<file path="src/rtl/alu_op_sequencer.sv">
// alu_op_sequencer
//   Front end for a 4-bit ALU that has a fixed result latency. Incoming
//   {A,B,S} operations are queued in a DEPTH-entry FIFO. They are issued to
//   the ALU one at a time, and ALU_A/B/S are held stable until the result
//   is captured. Each result is then presented on a valid/ready output,
//   tagged with the select code that produced it.
// Ports
//   CLK, RST                  clock, async active-low reset
//   IN_VALID/IN_READY         producer handshake; IN_A/IN_B/IN_S operation
//   ALU_A/ALU_B/ALU_S         registered operands/select driven to the ALU
//   ALU_F/ALU_COUT            ALU result, valid LATENCY cycles after issue
//   RES_VALID/RES_READY       consumer handshake; RES_F/RES_COUT/RES_S result
//   BUSY                      FSM not idle or FIFO not empty
//   FIFO_COUNT                current FIFO occupancy
module alu_op_sequencer #(
    parameter int DEPTH   = 4,
    parameter int LATENCY = 1
) (
    input  logic                     CLK,
    input  logic                     RST,
    input  logic                     IN_VALID,
    output logic                     IN_READY,
    input  logic [3:0]               IN_A,
    input  logic [3:0]               IN_B,
    input  logic [3:0]               IN_S,
    output logic [3:0]               ALU_A,
    output logic [3:0]               ALU_B,
    output logic [3:0]               ALU_S,
    input  logic [3:0]               ALU_F,
    input  logic                     ALU_COUT,
    output logic                     RES_VALID,
    input  logic                     RES_READY,
    output logic [3:0]               RES_F,
    output logic                     RES_COUT,
    output logic [3:0]               RES_S,
    output logic                     BUSY,
    output logic [$clog2(DEPTH):0]   FIFO_COUNT
);
    localparam int AW = $clog2(DEPTH);

    typedef enum logic [1:0] {IDLE, EXEC, DONE} state_t;

    state_t          state_q;
    logic [AW-1:0]   wptr_q, rptr_q;
    logic [AW:0]     count_q, count_d;
    logic            in_rdy_q;
    logic [11:0]     mem_q [DEPTH];
    logic [2:0]      cnt_q;
    logic [3:0]      alu_a_q, alu_b_q, alu_s_q;
    logic [3:0]      res_f_q, res_s_q;
    logic            res_c_q, res_v_q;
    logic            push, pop, empty;
    logic [11:0]     head;

    assign empty = (count_q == '0);
    assign head  = mem_q[rptr_q];
    assign push  = IN_VALID && in_rdy_q;
    // Pops only happen on an FSM issue: from IDLE, or from DONE as the
    // current result is accepted (back-to-back issue).
    assign pop   = !empty && ((state_q == IDLE) || (state_q == DONE && RES_READY));

    always_comb begin
        count_d = count_q;
        if (push && !pop)
            count_d = count_q + 1'b1;
        else if (!push && pop)
            count_d = count_q - 1'b1;
    end

    // FIFO storage carries no reset; occupancy/pointers define validity.
    always_ff @(posedge CLK) begin
        if (push)
            mem_q[wptr_q] <= {IN_A, IN_B, IN_S};
    end

    // Ready is registered from next occupancy. It therefore stays low
    // during reset, and a pop does not let a push into a full FIFO.
    always_ff @(posedge CLK or negedge RST) begin
        if (!RST) begin
            wptr_q   <= '0;
            rptr_q   <= '0;
            count_q  <= '0;
            in_rdy_q <= 1'b0;
        end else begin
            if (push) wptr_q <= wptr_q + 1'b1;
            if (pop)  rptr_q <= rptr_q + 1'b1;
            count_q  <= count_d;
            in_rdy_q <= (count_d != (AW+1)'(DEPTH));
        end
    end

    always_ff @(posedge CLK or negedge RST) begin
        if (!RST) begin
            state_q <= IDLE;
            cnt_q   <= '0;
            alu_a_q <= '0;
            alu_b_q <= '0;
            alu_s_q <= '0;
            res_f_q <= '0;
            res_c_q <= 1'b0;
            res_s_q <= '0;
            res_v_q <= 1'b0;
        end else begin
            case (state_q)
                IDLE: begin
                    if (pop) begin
                        {alu_a_q, alu_b_q, alu_s_q} <= head;
                        cnt_q   <= 3'(LATENCY);
                        state_q <= EXEC;
                    end
                end
                EXEC: begin
                    if (cnt_q == '0) begin
                        res_f_q <= ALU_F;
                        // Carry is meaningless for non-arithmetic ops.
                        res_c_q <= ALU_COUT & ~alu_s_q[0];
                        res_s_q <= alu_s_q;
                        res_v_q <= 1'b1;
                        state_q <= DONE;
                    end else begin
                        cnt_q <= cnt_q - 1'b1;
                    end
                end
                DONE: begin
                    if (RES_READY) begin
                        res_v_q <= 1'b0;
                        if (pop) begin
                            {alu_a_q, alu_b_q, alu_s_q} <= head;
                            cnt_q   <= 3'(LATENCY);
                            state_q <= EXEC;
                        end else begin
                            state_q <= IDLE;
                        end
                    end
                end
                default: state_q <= IDLE;
            endcase
        end
    end

    assign IN_READY   = in_rdy_q;
    assign ALU_A      = alu_a_q;
    assign ALU_B      = alu_b_q;
    assign ALU_S      = alu_s_q;
    assign RES_VALID  = res_v_q;
    assign RES_F      = res_f_q;
    assign RES_COUT   = res_c_q;
    assign RES_S      = res_s_q;
    assign BUSY       = (state_q != IDLE) || !empty;
    assign FIFO_COUNT = count_q;

endmodule
</file>
<file path="config.mk">
export PLATFORM = sky130hd
export DESIGN_NAME = alu_op_sequencer
export DESIGN_NICKNAME = d
export VERILOG_FILES = /design/src/rtl/alu_op_sequencer.sv
export SDC_FILE = /design/constraint.sdc
export NUM_CORES = 1
export LEC_CHECK = 0
export ABC_AREA = 1
export CORE_MARGIN = 3
export CORE_UTILIZATION = 40
export DETAILED_ROUTE_END_ITERATION = 7
export GPL_TIMING_DRIVEN = 0
export PLACE_DENSITY = 0.61
export SYNTH_ARGS = -nofsm -noshare
export SYNTH_HDL_FRONTEND = slang
export SYNTH_SLANG_ARGS = --single-unit
</file>
<file path="constraint.sdc">
create_clock -name CLK -period 4.7 [get_ports CLK]
set_input_delay 0.94 -clock CLK [delete_from_list [all_inputs] [get_ports CLK]]
set_output_delay 0.94 -clock CLK [all_outputs]
set_load 0.02 [all_outputs]
</file>
==> flow_metrics.tcl <==
set metrics [dict create \
    power.density_nw_per_um2 704 \
    clkPwrFrac_pct 18.8 \
    synthMuxAreaShare_pct 0 \
    grtUsageTotal_pct 14.5 \
    hold_depth 2 \
    hold_viol_final 0 \
    path_max_fanout 4 \
    synthXorXnorAreaFrac_pct 0.513 \
    finalNetCount 382 \
    cts_buffer_depth 2 \
    whs_endpoint "RES_F[3]" \
    worst-setup-path-type "reg -> out" \
    p_sw_mw 1.15 \
    tns_ps 0 \
    drc 0 \
    drt_iter0_markers 57 \
    syn_to_final_growth_pct 24.0 \
    drive_gt1_share_pct 12.9 \
    h-tree-depth 3 \
    post_drt_wl_per_cell_um 14.6 \
    synth-compound-area-share_pct 7.98 \
    period_needed_ps 2820 \
    vias 2168 \
    syn_avg_cell_area_um2 11.6 \
    slew_headroom_pct 13.3 \
    rsz0062_at_grt "no" \
    hp-start "RES_F[3]" \
    cp-end-kind "primary output" \
    slowest_stage "clkdlybuf4s50_1" \
    ir_drop_uv 255 \
    grt_max_degree 36 \
    clock_sinks 83 \
    cts_hold_buf 0 \
    slowest_delay_ps 550 \
    initial_core_util_pct 41.4 \
    portBuffers 47 \
    finalMaxSlewViolations 0 \
    p_leak_nw 1.71 \
    power_frac_seq_pct 37.5 \
    pwr-share-comb_pct 43.7 \
    yosysSeqAreaShare_pct 67.8 \
    fin_util_pct 51.3 \
    die_h_um 98.4 \
    syn_area_um2 3420 \
    netlist_instances 294 \
    pre_cts_ws_ps 1680 \
    synth-simple-area-share_pct 14.8 \
    finalSetupViolations 0 \
    netlist-cell-type-count 29 \
    layout_common_cells "61 x nor2_1, 48 x edfxtp_1, 46 x clkdlybuf4s50_1, 35 x dfrtp_1, 32 x nand2_1" \
    yosysWarnings 0 \
    die_w_um 98.4 \
    timing.rr.start "wptr_q[0]" \
    ctsRootBufferMaster "clkbuf_8" \
    cts_resized 0 \
    cap_viol_max_count 0 \
    antenna-diode-count 0 \
    internal_power_mw 1.84 \
    vias_per_cell 4.69 \
    syn_nets 324 \
    gp_congestion 0.720 \
    overflow 0 \
    crit_arrival_ps 1880 \
    netSwitchingFraction_pct 38.4 \
    firstDrtPassIters 4 \
    synthAdderAreaFrac_pct 3.30 \
    antenna_found_initial 0 \
    worst_slew_pin_slew_ps 1300 \
    regArea_um2 2320 \
    n_fill_cell 748 \
    run_status "complete, no violations" \
    cp-start-kind "flop" \
    grt_pass1_vias 2162 \
    synth_top_family_by_area "simple AND/OR/NAND/NOR gates" \
    grt_pass1_wl_um 10800 \
    rows 33 \
    synth_seq_cells 83 \
    place_hpwl_um 4350 \
    setup_ws_ps 1880 \
    postCtsSetupBuffers 0 \
    clock_latency_ps 350 \
    io-pin-count 48 \
    cts_made_buffers 9 \
    post-route-period-util_pct 60.0 \
    cts_tree "done" \
    critPathRequiredTime_ps 3760 \
    postRouteAntennaNets 0 \
    r2r.worst_path.cells 4 \
    worst_hold_path_type "reg -> reg" \
    cpMostUsedCell "inv_1" \
    clock_skew_ps 8.99 \
    routed_wl_um 6740 \
    path_clk_slew_ps 90 \
    multiInputGateArea_um2 908 \
    worstPathCellList "inv_1 > ha_1 > inv_1 > nor2_1 > nand3_1 > clkdlybuf4s50_1" \
    rr_endpoint "mem_q[0][8]" \
    fmax_mhz 355 \
    rrSetupSlack_ps 2660 \
    layout_commonest_cell "nor2_1" \
    fp.coreArea_um2 8260 \
    die_area_um2 9690 \
]
-- metrics by stage --
step	area [µm²]	std cells	power (mW)	hold WS, ps
final	4240	462	2.98	487
after CTS	4240	462	3.03	489
after global placement	4020	446	2.44	464
after global routing	4240	462	3.21	523
after floorplan	3420	294	1.98	457
after detailed placement	4010	446	2.46	470
-- worst max-delay path, delay by kind of cell, from the launching register on --
kind | cells | cell delay [ps]
adders and majority gates | 1 | 150
buffers and inverters | 3 | 700
DFF | 1 | 420
and+or+nand+nor | 2 | 260
-- registers in the layout, indices dropped and copies added (netlist names) --
register	cells
ALU_A	4
ALU_B	4
ALU_S	4
FIFO_COUNT	3
IN_READY	1
RES_COUT	1
RES_F	4
RES_S	4
RES_VALID	1
cnt_q	3
mem_q	48
rptr_q	2
state_q	2
wptr_q	2
-- final cells by class --
cell class | instances | area share [%]
Tap cell | 105 | 3.10
Sequential cell | 83 | 54.7
Clock inverter | 7 | 2.33
Timing Repair Buffer | 47 | 11.0
Inverter | 27 | 2.60
Multi-Input combinational cell | 174 | 21.4
Clock buffer | 9 | 2.92
Buffer | 10 | 1.92
-- Yosys cell counts --
master    number  area (µm²)
a21oi_1        1        5.00
a22o_1         1        8.76
a31oi_1       10        62.6
buf_1          1        3.75
buf_2          1        5.00
buf_4          4        30.0
buf_6          2        22.5
buf_8          1        15.0
clkbuf_2       1        5.00
clkinv_2       1        5.00
dfrtp_1       35         876
edfxtp_1      48        1440
ha_1           9         113
inv_1         22        82.6
inv_2          3        11.3
inv_8          1        11.3
nand2_1       32         120
nand2_2        7        43.8
nand2_4        2        22.5
nand2_8        1        20.0
nand3_1        4        20.0
nand3_2        3        30.0
nand3b_1       1        7.51
nor2_1        61         229
nor2_2         2        12.5
o21ai_0       25         125
o21ai_1        8        40.0
o22ai_1        5        31.3
xor2_1         2        17.5
-- worst max path at each step --
stage / from / end / slack [ps] / cells past startpoint
global placement: IN_VALID / mem_q[3][1] / 1710 / 3
global route: FIFO_COUNT[0] / BUSY / 1730 / 6
CTS: FIFO_COUNT[0] / BUSY / 1850 / 6
detailed placement: IN_VALID / mem_q[3][4] / 1680 / 3
floorplan: FIFO_COUNT[0] / BUSY / 2680 / 5
finish: FIFO_COUNT[0] / BUSY / 1880 / 6
-- power by group through the flow --
stage | Clock, mW | Combinational [mW] | Sequential, mW
after floorplan | 0 | 0.741 | 1.24
final | 0.560 | 1.30 | 1.12
after global routing | 0.614 | 1.45 | 1.14
after detailed placement | 0 | 1.33 | 1.14
after CTS | 0.577 | 1.33 | 1.12
after global placement | 0 | 1.30 | 1.13
-- per-layer routing --
layer  global-route usage, %  wire (µm)  vias up  share of wire, %
li1                        -          -     1100                 -
met1                    18.7       3120      997                46
met2                    23.3       3180       59                47
met3                    4.81        340       12               5.0
met4                    4.73         98        0               1.5
met5                       0          0        -                 0
-- kinds of logic (layout without fill, tap and decap cells) --
logic type,count (synthesis),count (layout)
adder cells (fa/ha/maj),9,9
AND/OR/NAND/NOR,113,113
AO/OA/AOI/OAI,50,50
flip-flops,83,83
XOR/XNOR,2,2
buffers and inverters,37,100
Note: power is estimated with default switching activity, not from simulation.
